<file path="src/rtl/cpu4_pkg.sv">
// Shared definitions for simple_4bit_cpu: opcode/ALU-function constants, FSM states,
// and the fixed run-mode program.
package cpu4_pkg;

    localparam logic [1:0] OP_LOAD  = 2'b00;
    localparam logic [1:0] OP_STORE = 2'b01;
    localparam logic [1:0] OP_MOVE  = 2'b10;
    localparam logic [1:0] OP_ALU   = 2'b11;

    localparam logic [1:0] FN_ADD = 2'b00;
    localparam logic [1:0] FN_SUB = 2'b01;
    localparam logic [1:0] FN_AND = 2'b10;
    localparam logic [1:0] FN_OR  = 2'b11;

    typedef enum logic [1:0] {
        ST_IDLE,
        ST_FETCH,
        ST_EXEC,
        ST_DONE
    } state_t;

    function automatic logic [7:0] rom_word(input logic [3:0] addr);
        logic [7:0] w;
        case (addr)
            4'd0:    w = 8'b00000011;
            4'd1:    w = 8'b00010010;
            4'd2:    w = 8'b11000100;
            4'd3:    w = 8'b01000100;
            4'd4:    w = 8'b10100000;
            4'd5:    w = 8'b11100101;
            default: w = 8'b00000000;
        endcase
        return w;
    endfunction

endpackage

</file>
<file path="src/rtl/cpu4_alu.sv">
// Combinational 4-bit ALU for simple_4bit_cpu; results wrap mod 16, no flags.
module cpu4_alu
    import cpu4_pkg::*;
(
    input  logic [3:0] a_i,
    input  logic [3:0] b_i,
    input  logic [1:0] fn_i,
    output logic [3:0] y_o
);

    always_comb begin
        y_o = '0;
        case (fn_i)
            FN_ADD:  y_o = a_i + b_i;
            FN_SUB:  y_o = a_i - b_i;
            FN_AND:  y_o = a_i & b_i;
            FN_OR:   y_o = a_i | b_i;
            default: y_o = '0;
        endcase
    end

endmodule

</file>
<file path="src/rtl/simple_4bit_cpu.sv">
// Minimal 4-bit CPU: IDLE->FETCH->EXEC->DONE sequencer, 4 GPRs, 4-word RAM, LED register.
// Define CPU_RUN_MODE_EN to add the program ROM, PC and run mode; otherwise always manual.
module simple_4bit_cpu
    import cpu4_pkg::*;
(
    input  logic       clk,
    input  logic       reset,
    input  logic       execute,
    input  logic       switch_mode,
    input  logic       pc_enable,
    input  logic [7:0] instruction,
    output logic [3:0] LEDs,
    output logic       Done
);

    state_t            state_q, state_d;
    logic              exec_prev_q;
    logic [7:0]        ir_q, ir_d;
    logic [3:0][3:0]   regs_q, regs_d;
    logic [3:0][3:0]   ram_q, ram_d;
    logic [3:0]        leds_q, leds_d;
    logic              exec_rise;
    logic              manual;
    logic [7:0]        fetch_word;
    logic [3:0]        alu_y;

    logic [1:0] op, rx, ry, fn;
    logic [3:0] imm;

    assign op  = ir_q[7:6];
    assign rx  = ir_q[5:4];
    assign ry  = ir_q[3:2];
    assign fn  = ir_q[1:0];
    assign imm = ir_q[3:0];

    assign exec_rise = execute & ~exec_prev_q;

`ifdef CPU_RUN_MODE_EN
    logic [3:0] pc_q, pc_d;

    assign manual     = switch_mode;
    assign fetch_word = manual ? instruction : rom_word(pc_q);
`else
    logic unused_cfg;

    assign unused_cfg = ^{switch_mode, pc_enable};
    assign manual     = 1'b1;
    assign fetch_word = instruction;
`endif

    cpu4_alu u_alu (
        .a_i  (regs_q[rx]),
        .b_i  (regs_q[ry]),
        .fn_i (fn),
        .y_o  (alu_y)
    );

    always_comb begin
        state_d = state_q;
        ir_d    = ir_q;
        regs_d  = regs_q;
        ram_d   = ram_q;
        leds_d  = leds_q;
`ifdef CPU_RUN_MODE_EN
        pc_d    = pc_q;
`endif
        case (state_q)
            ST_IDLE: begin
                if (exec_rise) state_d = ST_FETCH;
            end
            ST_FETCH: begin
                ir_d    = fetch_word;
                state_d = ST_EXEC;
            end
            ST_EXEC: begin
                case (op)
                    OP_LOAD: begin
                        regs_d[rx] = imm;
                        leds_d     = imm;
                    end
                    OP_STORE: begin
                        ram_d[ry] = regs_q[rx];
                        leds_d    = regs_q[rx];
                    end
                    OP_MOVE: begin
                        regs_d[rx] = regs_q[ry];
                        leds_d     = regs_q[ry];
                    end
                    default: begin
                        regs_d[rx] = alu_y;
                        leds_d     = alu_y;
                    end
                endcase
`ifdef CPU_RUN_MODE_EN
                if (!manual && pc_enable) pc_d = pc_q + 4'd1;
`endif
                state_d = ST_DONE;
            end
            ST_DONE: begin
                // Manual waits for release so a held button never re-executes;
                // run mode keeps stepping while execute stays high.
                if (manual) begin
                    if (!execute) state_d = ST_IDLE;
                end else begin
                    state_d = execute ? ST_FETCH : ST_IDLE;
                end
            end
            default: state_d = ST_IDLE;
        endcase
    end

    always_ff @(posedge clk) begin
        if (reset) begin
            state_q     <= ST_IDLE;
            exec_prev_q <= 1'b0;
            ir_q        <= '0;
            regs_q      <= '0;
            ram_q       <= '0;
            leds_q      <= '0;
`ifdef CPU_RUN_MODE_EN
            pc_q        <= '0;
`endif
        end else begin
            state_q     <= state_d;
            exec_prev_q <= execute;
            ir_q        <= ir_d;
            regs_q      <= regs_d;
            ram_q       <= ram_d;
            leds_q      <= leds_d;
`ifdef CPU_RUN_MODE_EN
            pc_q        <= pc_d;
`endif
        end
    end

    assign LEDs = leds_q;
    assign Done = (state_q == ST_DONE);

endmodule

</file>
<file path="config.mk">
export PLATFORM = sky130hd
export DESIGN_NAME = simple_4bit_cpu
export DESIGN_NICKNAME = d
export VERILOG_FILES = /design/src/rtl/cpu4_pkg.sv /design/src/rtl/cpu4_alu.sv /design/src/rtl/simple_4bit_cpu.sv
export SDC_FILE = /design/constraint.sdc
export NUM_CORES = 1
export LEC_CHECK = 0
export CAP_MARGIN = 5
export CORE_ASPECT_RATIO = 0.75
export CORE_MARGIN = 4
export CORE_UTILIZATION = 40
export DETAILED_ROUTE_END_ITERATION = 7
export GPL_ROUTABILITY_DRIVEN = 0
export GPL_TIMING_DRIVEN = 0
export PLACE_DENSITY = 0.67
export SETUP_SLACK_MARGIN = 0.3
export SKIP_CTS_REPAIR_TIMING = 1
export SYNTH_ARGS = -nofsm -noshare
export SYNTH_HDL_FRONTEND = slang
export SYNTH_HIERARCHICAL = 1
export SYNTH_SLANG_ARGS = --single-unit
</file>
<file path="constraint.sdc">
create_clock -name clk -period 3.82 [get_ports clk]
set_input_delay 0.382 -clock clk [delete_from_list [all_inputs] [get_ports clk]]
set_output_delay 0.382 -clock clk [all_outputs]
set_load 0.02 [all_outputs]
</file>
==> impl_results.rst <==
.. list-table::
   :header-rows: 1

   * - Metric
     - Value
   * - Outcome
     - finished, final reports clean
   * - MaxCap Viol Count
     - 0
   * - Root Buffer Master
     - clkbuf_8
   * - Vias in the first global route
     - 1625
   * - Family with the most delay on the worst path
     - compound AO/OA/AOI/OAI gates
   * - Via density per instance
     - 5.562
   * - Ys async rst share
     - 0%
   * - Number of iterations in the first detailed-routing pass
     - 4
   * - Maximum cell stage delay along the critical path
     - 0.56 ns
   * - Final hold violation count
     - 0
   * - Share of final-layout standard cells stronger than drive strength 1
     - 19.84%
   * - Count of state elements after synthesis
     - 31
   * - Synthesized area
     - 2048 um2
   * - CP Launch Type
     - flip-flop
   * - Antenna violation net count after detailed routing
     - 0
   * - Count of flip-flops with a built-in enable after synthesis
     - 0
   * - Die width
     - 90.63 um
   * - Pin count of the biggest net entering global routing
     - 12
   * - Total DRC errors in the routed layout
     - 0
   * - Worst R2R Setup Slack
     - 0.55 ns
   * - Synth Instances
     - 225
   * - Startpoint of the worst-slack reg-to-reg timing path
     - ir_q[3]
   * - Timing-limited maximum frequency
     - 0.3056 GHz
   * - Type of the setup path with the least slack
     - flip-flop to flip-flop
   * - Estimated wirelength of the detail-placed design
     - 3612 um
   * - Maximum vdd ir drop
     - 248.3 uV
   * - Routed via count
     - 1763
   * - Final max-slew violation count
     - 0
   * - Core footprint
     - 4927 um2
   * - Period minus WS final
     - 3.272 ns
   * - Area of placed instances
     - roughly 2300 um2
   * - Per-cell routed wire length
     - 15.72 um
   * - H-Tree Depth
     - 2
   * - Max Clock Skew
     - around 0.0029 ns
   * - Critical path capture point type
     - flip-flop
   * - Unrepaired setup endpoints after global routing
     - false
   * - Relative slew slack
     - 52.98%
   * - Layout area overhead
     - 20.46%
   * - IO buf count
     - 15
   * - Proportion of synthesized chip area in sequential cells
     - a little under a third
   * - Global-route wire length before repair
     - roughly 8300 um
   * - Nets
     - 281
   * - Capture point of the worst reg-to-reg path
     - LEDs[3]
   * - Sequence of cells on the critical path
     - buf_6 > mux4_2 > inv_2 > ha_1 > nor2_1 > xnor2_1 > ha_1 > nand3b_1 > and2_1 > a32o_2 > a211oi_2 > nand2b_4 > o21ai_1 > a311o_1 > a31oi_1
   * - Ant diodes
     - 0
   * - Average footprint of a synthesized cell
     - 9.103 um2
   * - Cell depth of the worst setup path
     - 15
   * - Endpoint of the worst setup timing path
     - LEDs[3]
   * - Number of placement rows
     - 22
   * - Number of buffers created by CTS
     - 5
   * - Final instance area
     - 2467 um2
   * - Required time worst endpoint
     - 4.04 ns
   * - Power per cell area
     - 585.3 nW/um2
   * - Highest net fanout along the worst path
     - 5
   * - Initial core utilization
     - 41.57%
   * - Post-Synthesis Net Count
     - 250
   * - Flip-flop cell with the highest count after synthesis
     - dfxtp_1
   * - Static leakage
     - 0.0009544 uW
   * - CP bufs+invs
     - 2
   * - Part of the cycle the worst path needs
     - 85.66%
   * - Most frequent cell on the critical path
     - ha_1
   * - Slew at the pin closest to its max-slew limit
     - 0.7037 ns
   * - Total wire length
     - 4983 um
   * - Total global-route track usage
     - 16.45%
   * - Die height
     - roughly 70 um
   * - Total overflow reported by the global router
     - 0
   * - Initial antenna violation count
     - 0
   * - Overall die area
     - 6341 um2
   * - Maximum count of clock buffers along a single path
     - 2
   * - Count of yosys warnings during synthesis
     - 6
   * - Post-CTS clock slew at the launch and capture registers of the worst setup and hold paths
     - roughly 0.07 ns
   * - Endpoint arrival time on the critical path
     - 3.49 ns
   * - Total Negative Setup Slacks
     - 0 ns
   * - Netlist cell types
     - 49
   * - # setup viols final
     - 0
   * - Insertion delay to the later sink of the worst-skew pair
     - 0.29 ns
   * - Launch point of the worst path
     - ir_q[3]
   * - Depth of the worst register-to-register path
     - 15
   * - Drt initial violations
     - 128
   * - Min-delay worst type
     - flip-flop to flip-flop
   * - Total I/O pin count
     - 18
   * - Clock tree from TritonCTS
     - done
   * - Clk sink count
     - 31
   * - Critical Path Slowest Stage Cell
     - mux4_2
cell type report:
| type | count | area [um2] |
|---|---|---|
| buffer | 13 | 70.07 |
| timing repair buffer | 24 | 217.7 |
| tap | 60 | 75.07 |
| inverter | 8 | 30.03 |
| fill | 460 | 2460 |
| clock buffer | 5 | 68.82 |
| sequential | 31 | 621.8 |
| multi-input combinational | 173 | 1340 |
| clock inverter | 3 | 43.79 |
power breakdown:
| part | internal [uW] | switching (uW) |
|---|---|---|
| combinational | 325 | 367 |
| sequential | 376 | 47.7 |
| clock | 194 | 134 |
through the flow:
step	hold WS, ns	util, %	instances	worst slack, ns	power (uW)
after floorplan	0.4430	-	225	0.6082	903.1
after global placement	0.4567	46.14	300	0.3269	1053
after detailed placement	0.4620	46.14	300	0.3053	1060
after CTS	0.4712	48.43	308	0.2816	1392
after global routing	0.4937	50.08	317	0.3485	1543
final	0.4707	50.08	317	0.5476	1444
worst min path at each step:
stage	startpoint	end	slack, ns	depth (start not counted)
2_1_floorplan	flip-flop	flip-flop	0.44	2
3_3_place_gp	flip-flop	flip-flop	0.46	2
3_5_place_dp	flip-flop	flip-flop	0.46	2
4_1_cts	flip-flop	flip-flop	0.47	2
5_1_grt	flip-flop	flip-flop	0.49	2
6_report	flip-flop	flip-flop	0.47	2
worst reg2reg max path, stage by stage, from the launching register on:
cell,delay [ns]
dfxtp_2,0.32
buf_6,0.11
mux4_2,0.56
inv_2,0.10
ha_1,0.14
nor2_1,0.05
xnor2_1,0.14
ha_1,0.35
nand3b_1,0.16
and2_1,0.20
a32o_2,0.26
a211oi_2,0.20
nand2b_4,0.17
o21ai_1,0.06
a311o_1,0.26
a31oi_1,0.12
per-layer routing:
metal	share of wire, %	vias to the layer above	track usage, %	wire (um)
li1	-	875	-	-
met1	52	835	24.84	2578
met2	42	46	23.50	2115
met3	4.8	7	2.906	237
met4	1.0	0	4.924	52
met5	0	-	0	0
Yosys cell counts (4+ instances only):
master | number | share of area (%)
clkbuf_1 | 5 | 0.92
nor3_1 | 7 | 1.7
nand2_1 | 19 | 3.5
buf_2 | 5 | 1.2
a211oi_1 | 5 | 1.8
nor2b_1 | 6 | 1.8
o211ai_1 | 9 | 3.3
a21oi_1 | 13 | 3.2
a31oi_1 | 4 | 1.2
inv_1 | 8 | 1.5
mux4_2 | 7 | 7.7
dfxtp_1 | 31 | 30
o21ai_0 | 4 | 0.98
ha_1 | 11 | 6.7
mux2i_1 | 17 | 8.3
nor2_1 | 23 | 4.2
o21ai_1 | 4 | 0.98
nand2b_1 | 5 | 1.5
cell families (layout without fill, tap and decap cells):
group                      after synthesis  in the layout  synth area share [%]
AOI/OAI and AO/OA                       50             50                 16.31
xor gates and xnor gates                 3              3                 1.283
adders and majority gates               14             14                 8.674
buffers and inverters                   21             53                 4.887
DFF                                     31             31                 30.30
muxes                                   28             28                 18.57
and+or+nand+nor                         78             78                 19.98
cells in the final DEF, fill, tap and decap left out, types with 4 or more instances in the layout:
master,synthesis,routed
a211oi_1,5,5
a21oi_1,13,12
a31oi_1,4,4
buf_2,5,5
buf_4,0,9
clkbuf_1,5,5
clkbuf_8,0,5
clkdlybuf4s50_1,0,15
dfxtp_1,31,30
ha_1,11,11
inv_1,8,6
mux2i_1,17,17
mux4_2,7,7
nand2_1,19,19
nand2b_1,5,4
nor2_1,23,23
nor2b_1,6,6
nor3_1,7,7
o211ai_1,9,9
o21ai_0,4,4
o21ai_1,4,4
Note: power is estimated with default switching activity, not from simulation.
==> RTL edit 1: new RTL, config.mk and constraints unchanged <==
The 4 states of `state_t` get a one-hot encoding in 4 bits.
--- a/src/rtl/cpu4_pkg.sv
+++ b/src/rtl/cpu4_pkg.sv
@@ -13,9 +13,9 @@
     localparam logic [1:0] FN_OR  = 2'b11;
 
-    typedef enum logic [1:0] {
-        ST_IDLE,
-        ST_FETCH,
-        ST_EXEC,
-        ST_DONE
+    typedef enum logic [3:0] {
+        ST_IDLE  = 4'b0001,
+        ST_FETCH = 4'b0010,
+        ST_EXEC  = 4'b0100,
+        ST_DONE  = 4'b1000
     } state_t;
 
Formal check against the unedited RTL: no difference found for any inputs over 10 cycles, from zero or initial values and one cycle with reset high; not proved beyond that.
==> RTL edit 1 against the original RTL <==
  * Sequential cell count grew 2
  * Synthesized area grew 7.7%
  * Critical path depth is the same
  * Non-clock buffer count shrank 1
  * Worst setup slack lost 0.020 ns
  * Critical path type unchanged
  * Count of clock-buffer cells in the layout grew 2
  * Cell area grew 7.9%
  * Sequential share of layout area shrank 0.24 points
  * Wire length grew 13%
Power is not compared: it rests on default switching activity, and its combinational part moved more than twofold at a synthesized area within 25%.
==> RTL edit 1: results (changes against the original RTL) <==
grt.total_usage_pct: 17.59  # was 16.45%
fin_cells: 356  # was 317
ys_types: 45  # was 49
leakage_nw: 0.7931
status: "finished, final reports clean"  # unchanged
netlist_top_cells_count: "dfxtp_1, nand2_1, mux2i_1"  # was dfxtp_1, nor2_1, nand2_1
cts.clk_slew.worst_paths_ns: 0.08
fillers: 525  # was 460
worst_pin_slew_ns: 0.8640  # was 0.7037 ns
synthArstFlopShare_pct: 0  # unchanged
insertion_delay_ns: 0.29  # about the same
avgSynthCellArea_um2: 8.753  # was 9.103 µm²
ir_drop_uv: 222.8
first_global_vias: 1838  # was 1,625
place_inst: 343  # was 300
drive_gt1_share_pct: 13.88  # was 19.84%
place_area_um2: 2461  # was 2273 µm²
hpwl_mm: 4.143  # was 3.612 mm
diodes: 0  # unchanged
place_ws_ns: -0.08734  # was 0.3053 ns
cts.path.max_buffers: 2  # unchanged
holdCritStartpoint: "LEDs[2]"
root_buffer: "clkbuf_8"  # unchanged
synth_fp_nets: 272  # was 250
io_buffers: 15  # unchanged
antenna_found_initial: 0  # unchanged
drt-initial-drc-count: 215  # was 128
seq_area_frac_synth_pct: 29.95  # was 30.30%
grt_pass1_wl_mm: 9.480  # was 8.342 mm
wl_per_cell_um: 15.76  # was 15.72 µm
numCtsBuffers: 5  # unchanged
path_max_fanout: 10  # was 5
routed-via-count: 2023  # was 1,763
timing.rr.start: "ir_q[3]"  # unchanged
synth_ff_type: "dfxtp_1"  # unchanged
firstDrtPassIters: 4  # unchanged
yosys_warnings: 6  # unchanged
grt_max_degree: 12  # unchanged
skew_ns: 0.009867  # was 0.002860 ns
htreeDepth: 2  # unchanged
nets: 300  # was 281
ys_top_cells_by_area: "dfxtp_1, mux2i_1, nand2_1, a21oi_1, ha_1"  # was dfxtp_1, mux2i_1, mux4_2, ha_1, nor2_1
cp.arrival_ns: 3.49  # about the same
synth_edf_count: 0  # unchanged
hold_path_class: "flip-flop to flip-flop"  # unchanged
critPathKind: "flip-flop to flip-flop"  # unchanged
-- RTL edit 1: cell families (layout without fill, tap and decap cells) --
| logic type | Yosys count | count (layout) | synth area share (%) |
|---|---|---|---|
| flip-flops | 33 | 33 | 29.95 |
| multiplexers | 33 | 33 | 16.22 |
| AO/OA/AOI/OAI | 61 | 61 | 18.43 |
| AND/OR/NAND/NOR | 89 | 89 | 23.99 |
| adder cells (fa/ha/maj) | 9 | 9 | 5.218 |
| buffers and inverters | 23 | 52 | 4.595 |
| XOR/XNOR | 4 | 4 | 1.588 |
-- RTL edit 1: stage by stage --
stage | util, % | setup TNS, ns
2_1_floorplan | - | 0
3_3_place_gp | 45.77 | -0.02233
3_5_place_dp | 45.98 | -0.3291
4_1_cts | 48.15 | -0.5115
5_1_grt | 49.72 | 0
6_report | 49.72 | 0
-- RTL edit 1: worst paths after layout --
path,end,slack [ns],cells after the start
worst max-delay path,flip-flop,0.53,15
worst min-delay path,LEDs[2],0.51,2
worst max register to register,flip-flop,0.53,15
worst min register to register,LEDs[2],0.51,2
-- RTL edit 1: report_power, final --
part / switching, mW / total (mW) / leakage [nW] / internal [mW]
logic: 0.0564 / 0.103 / 0.467 / 0.0467
registers: 0.00600 / 0.358 / 0.267 / 0.352
clock network: 0.135 / 0.348 / 0.0585 / 0.213
total: 0.198 / 0.809 / 0.793 / 0.612
-- RTL edit 1: layer usage --
layer | wire length (µm) | GRT usage, % | up-vias
met5 | 0 | 0 | -
met4 | 55 | 5.609 | 0
met3 | 228 | 2.798 | 6
met2 | 2348 | 25.26 | 57
met1 | 2977 | 26.72 | 970
li1 | - | - | 990
-- RTL edit 1: final cells by class --
class                      instances  area share [%]
clock buffer                       7           3.244
clock inverter                     1           1.128
sequential                        33           24.96
multi-input combinational        196           55.43
buffer                            15           3.197
tap                               75           3.526
inverter                           8           1.128
timing repair buffer              21           7.381
-- RTL edit 1: critical path, stage by stage (launching register included) --
cell and delay, ns:
dfxtp_4 0.36, buf_8 0.15, mux2i_2 0.17, mux2i_4 0.27, inv_1 0.08, ha_1 0.18
nor2_1 0.11, xnor2_1 0.08, ha_1 0.36, nand3b_1 0.17, a41o_1 0.28, a31o_1 0.19
a211oi_2 0.26, nand2b_4 0.20, mux2i_1 0.08, a311oi_1 0.24
==> RTL edit 2: new RTL, same settings <==
Without the edit above. The option `CPU_RUN_MODE_EN` is turned on by a define.
--- a/src/rtl/simple_4bit_cpu.sv
+++ b/src/rtl/simple_4bit_cpu.sv
@@ -1,4 +1,6 @@
 // Minimal 4-bit CPU: IDLE->FETCH->EXEC->DONE sequencer, 4 GPRs, 4-word RAM, LED register.
 // Define CPU_RUN_MODE_EN to add the program ROM, PC and run mode; otherwise always manual.
+`define CPU_RUN_MODE_EN
+
 module simple_4bit_cpu
     import cpu4_pkg::*;
Formal check against the unedited RTL: not equivalent (a bounded check fails within 4 cycles, from zero or initial values and one cycle with reset high).
==> RTL edit 2 against the original RTL <==
  * Global-route usage increased by 0.82 points
  * Synthesized cell count increased by 18%
  * Power decreased by 17%
  * Wire length increased by 14%
  * Combinational power decreased by 28%
  * Clock power decreased by 18%
  * Worst setup slack got worse by 0.0042 ns
  * Sequential cell count increased by 4
  * Via count increased by 16%
  * Synthesized area increased by 15%
  * Cell area increased by 10%
  * Largest cell class unchanged
==> RTL edit 2: results (changes against the original RTL) <==
viasPerCell: 5.578  # was 5.562
synth_fp_nets: 294  # was 250
hpwl_mm: 4.292  # was 3.612 mm
worst_pin_slew_ns: 0.8603  # was 0.7037 ns
swShare_pct: 38.03  # was 38.00%
ys_top_cells_by_area: "dfxtp_1, ha_1, mux2i_1, a21oi_1, nor2_1"  # was dfxtp_1, mux2i_1, mux4_2, ha_1, nor2_1
grt_pass1_wl_mm: 9.335  # was 8.342 mm
place_ws_ns: 0.3803  # was 0.3053 ns
num-nonclk-inverters: 17  # was 8
use_met2_pct: 23.32  # was 23.50%
route.met3.wl_um: 409  # was 237 µm
buf_share_pct: 9.195  # was 11.66%
finalCriticalPeriod_ns: 3.277  # was 3.272 ns
power_density_nw_per_um2: 441.8  # was 585.3 nW/µm²
place_area_um2: 2611  # was 2273 µm²
wl_met2_mm: 2.267  # was 2.115 mm
skew_ns: 0.008647  # was 0.002860 ns
regArea_um2: 701.9  # was 621.8 µm²
met1_length_mm: 2.955  # was 2.578 mm
status: "finished, final reports clean"  # unchanged
netlist_instances: 265  # was 225
reg2regPathDepth: 13  # was 15
drive_gt1_share_pct: 10.96  # was 19.84%
grt_max_degree: 12  # unchanged
netSwitchingPower_mw: 0.4573  # was 0.5487 mW
io_buffers: 17  # was 15
clkCellAreaFrac_pct: 3.126  # was 4.564%
num-multi-input-gates: 199  # was 173
hold_ws_ns: 0.4744  # was 0.4707 ns
pwr-share-clk_pct: 22.5  # was 22.7%
grt.total_usage_pct: 17.27  # was 16.45%
pg_comb_mw: 0.495  # was 0.692 mW
path_max_fanout: 10  # was 5
firstDrtPassIters: 5  # was 4
busiest_layer: "met1"  # unchanged
drt_wl_total_mm: 5.689  # was 4.983 mm
netlist_top_cells_count: "dfxtp_1, nor2_1, a21oi_1"  # was dfxtp_1, nor2_1, nand2_1
fillers: 523  # was 460
slowest_delay_ns: 0.58  # was 0.56 ns
multi_input_area_share_pct: 56.09  # was 54.31%
drt-initial-drc-count: 228  # was 128
hold_path_depth: 1  # was 2
clockBufferCount: 6  # was 5
ir_drop_uv: 218.1  # was 248.3 µV
leakage_nw: 0.9777  # was 0.9544 nW
cp.arrival_ns: 3.46  # was 3.49 ns
clock-sinks: 35  # was 31
nets: 320  # was 281
holdCritStartpoint: "LEDs[1]"
grtUsageMet1_pct: 27.33  # was 24.84%
place_inst: 357  # was 300
routed-via-count: 2047  # was 1,763
first_global_vias: 1815  # was 1,625
area_growth_pct: 15.94  # was 20.46%
grtUsageMet3_pct: 3.438  # was 2.906%
nNonClkBuffers: 33  # was 37
ys_types: 52  # was 49
seq_area_frac_synth_pct: 29.85  # was 30.30%
RTL edit 2: cell types whose count changed after synthesis, sizes merged, moves of 5 or more:
cell    delta
o21ai      +5
a22oi      +5
a211oi     -5
inv        +9
o211ai     -9
nand3b     +9
nor3       -7
a21oi      +5
clkbuf     +5
nand2b     +6
RTL edit 2: cells by family (layout without fill, tap and decap cells):
family	Yosys count	in the layout	share of synthesized area (%)
flops	35	35	29.85
compound gates	67	67	20.31
mux	23	23	11.94
buf+inv	31	58	5.437
simple gates	85	85	20.52
xor+xnor	6	6	2.239
fa+ha+maj	18	18	9.702
RTL edit 2: how the worst max path moves through the flow:
stage               startpoint        end  slack (ns)  depth (start not counted)
finish                 ir_q[3]  flip-flop        0.54                         13
detailed placement     ir_q[2]    LEDs[3]        0.38                         13
global placement       ir_q[2]    LEDs[3]        0.42                         13
global route           ir_q[3]  flip-flop        0.33                         15
floorplan              ir_q[3]    LEDs[3]        0.89                         13
CTS                    ir_q[2]    LEDs[3]        0.38                         13
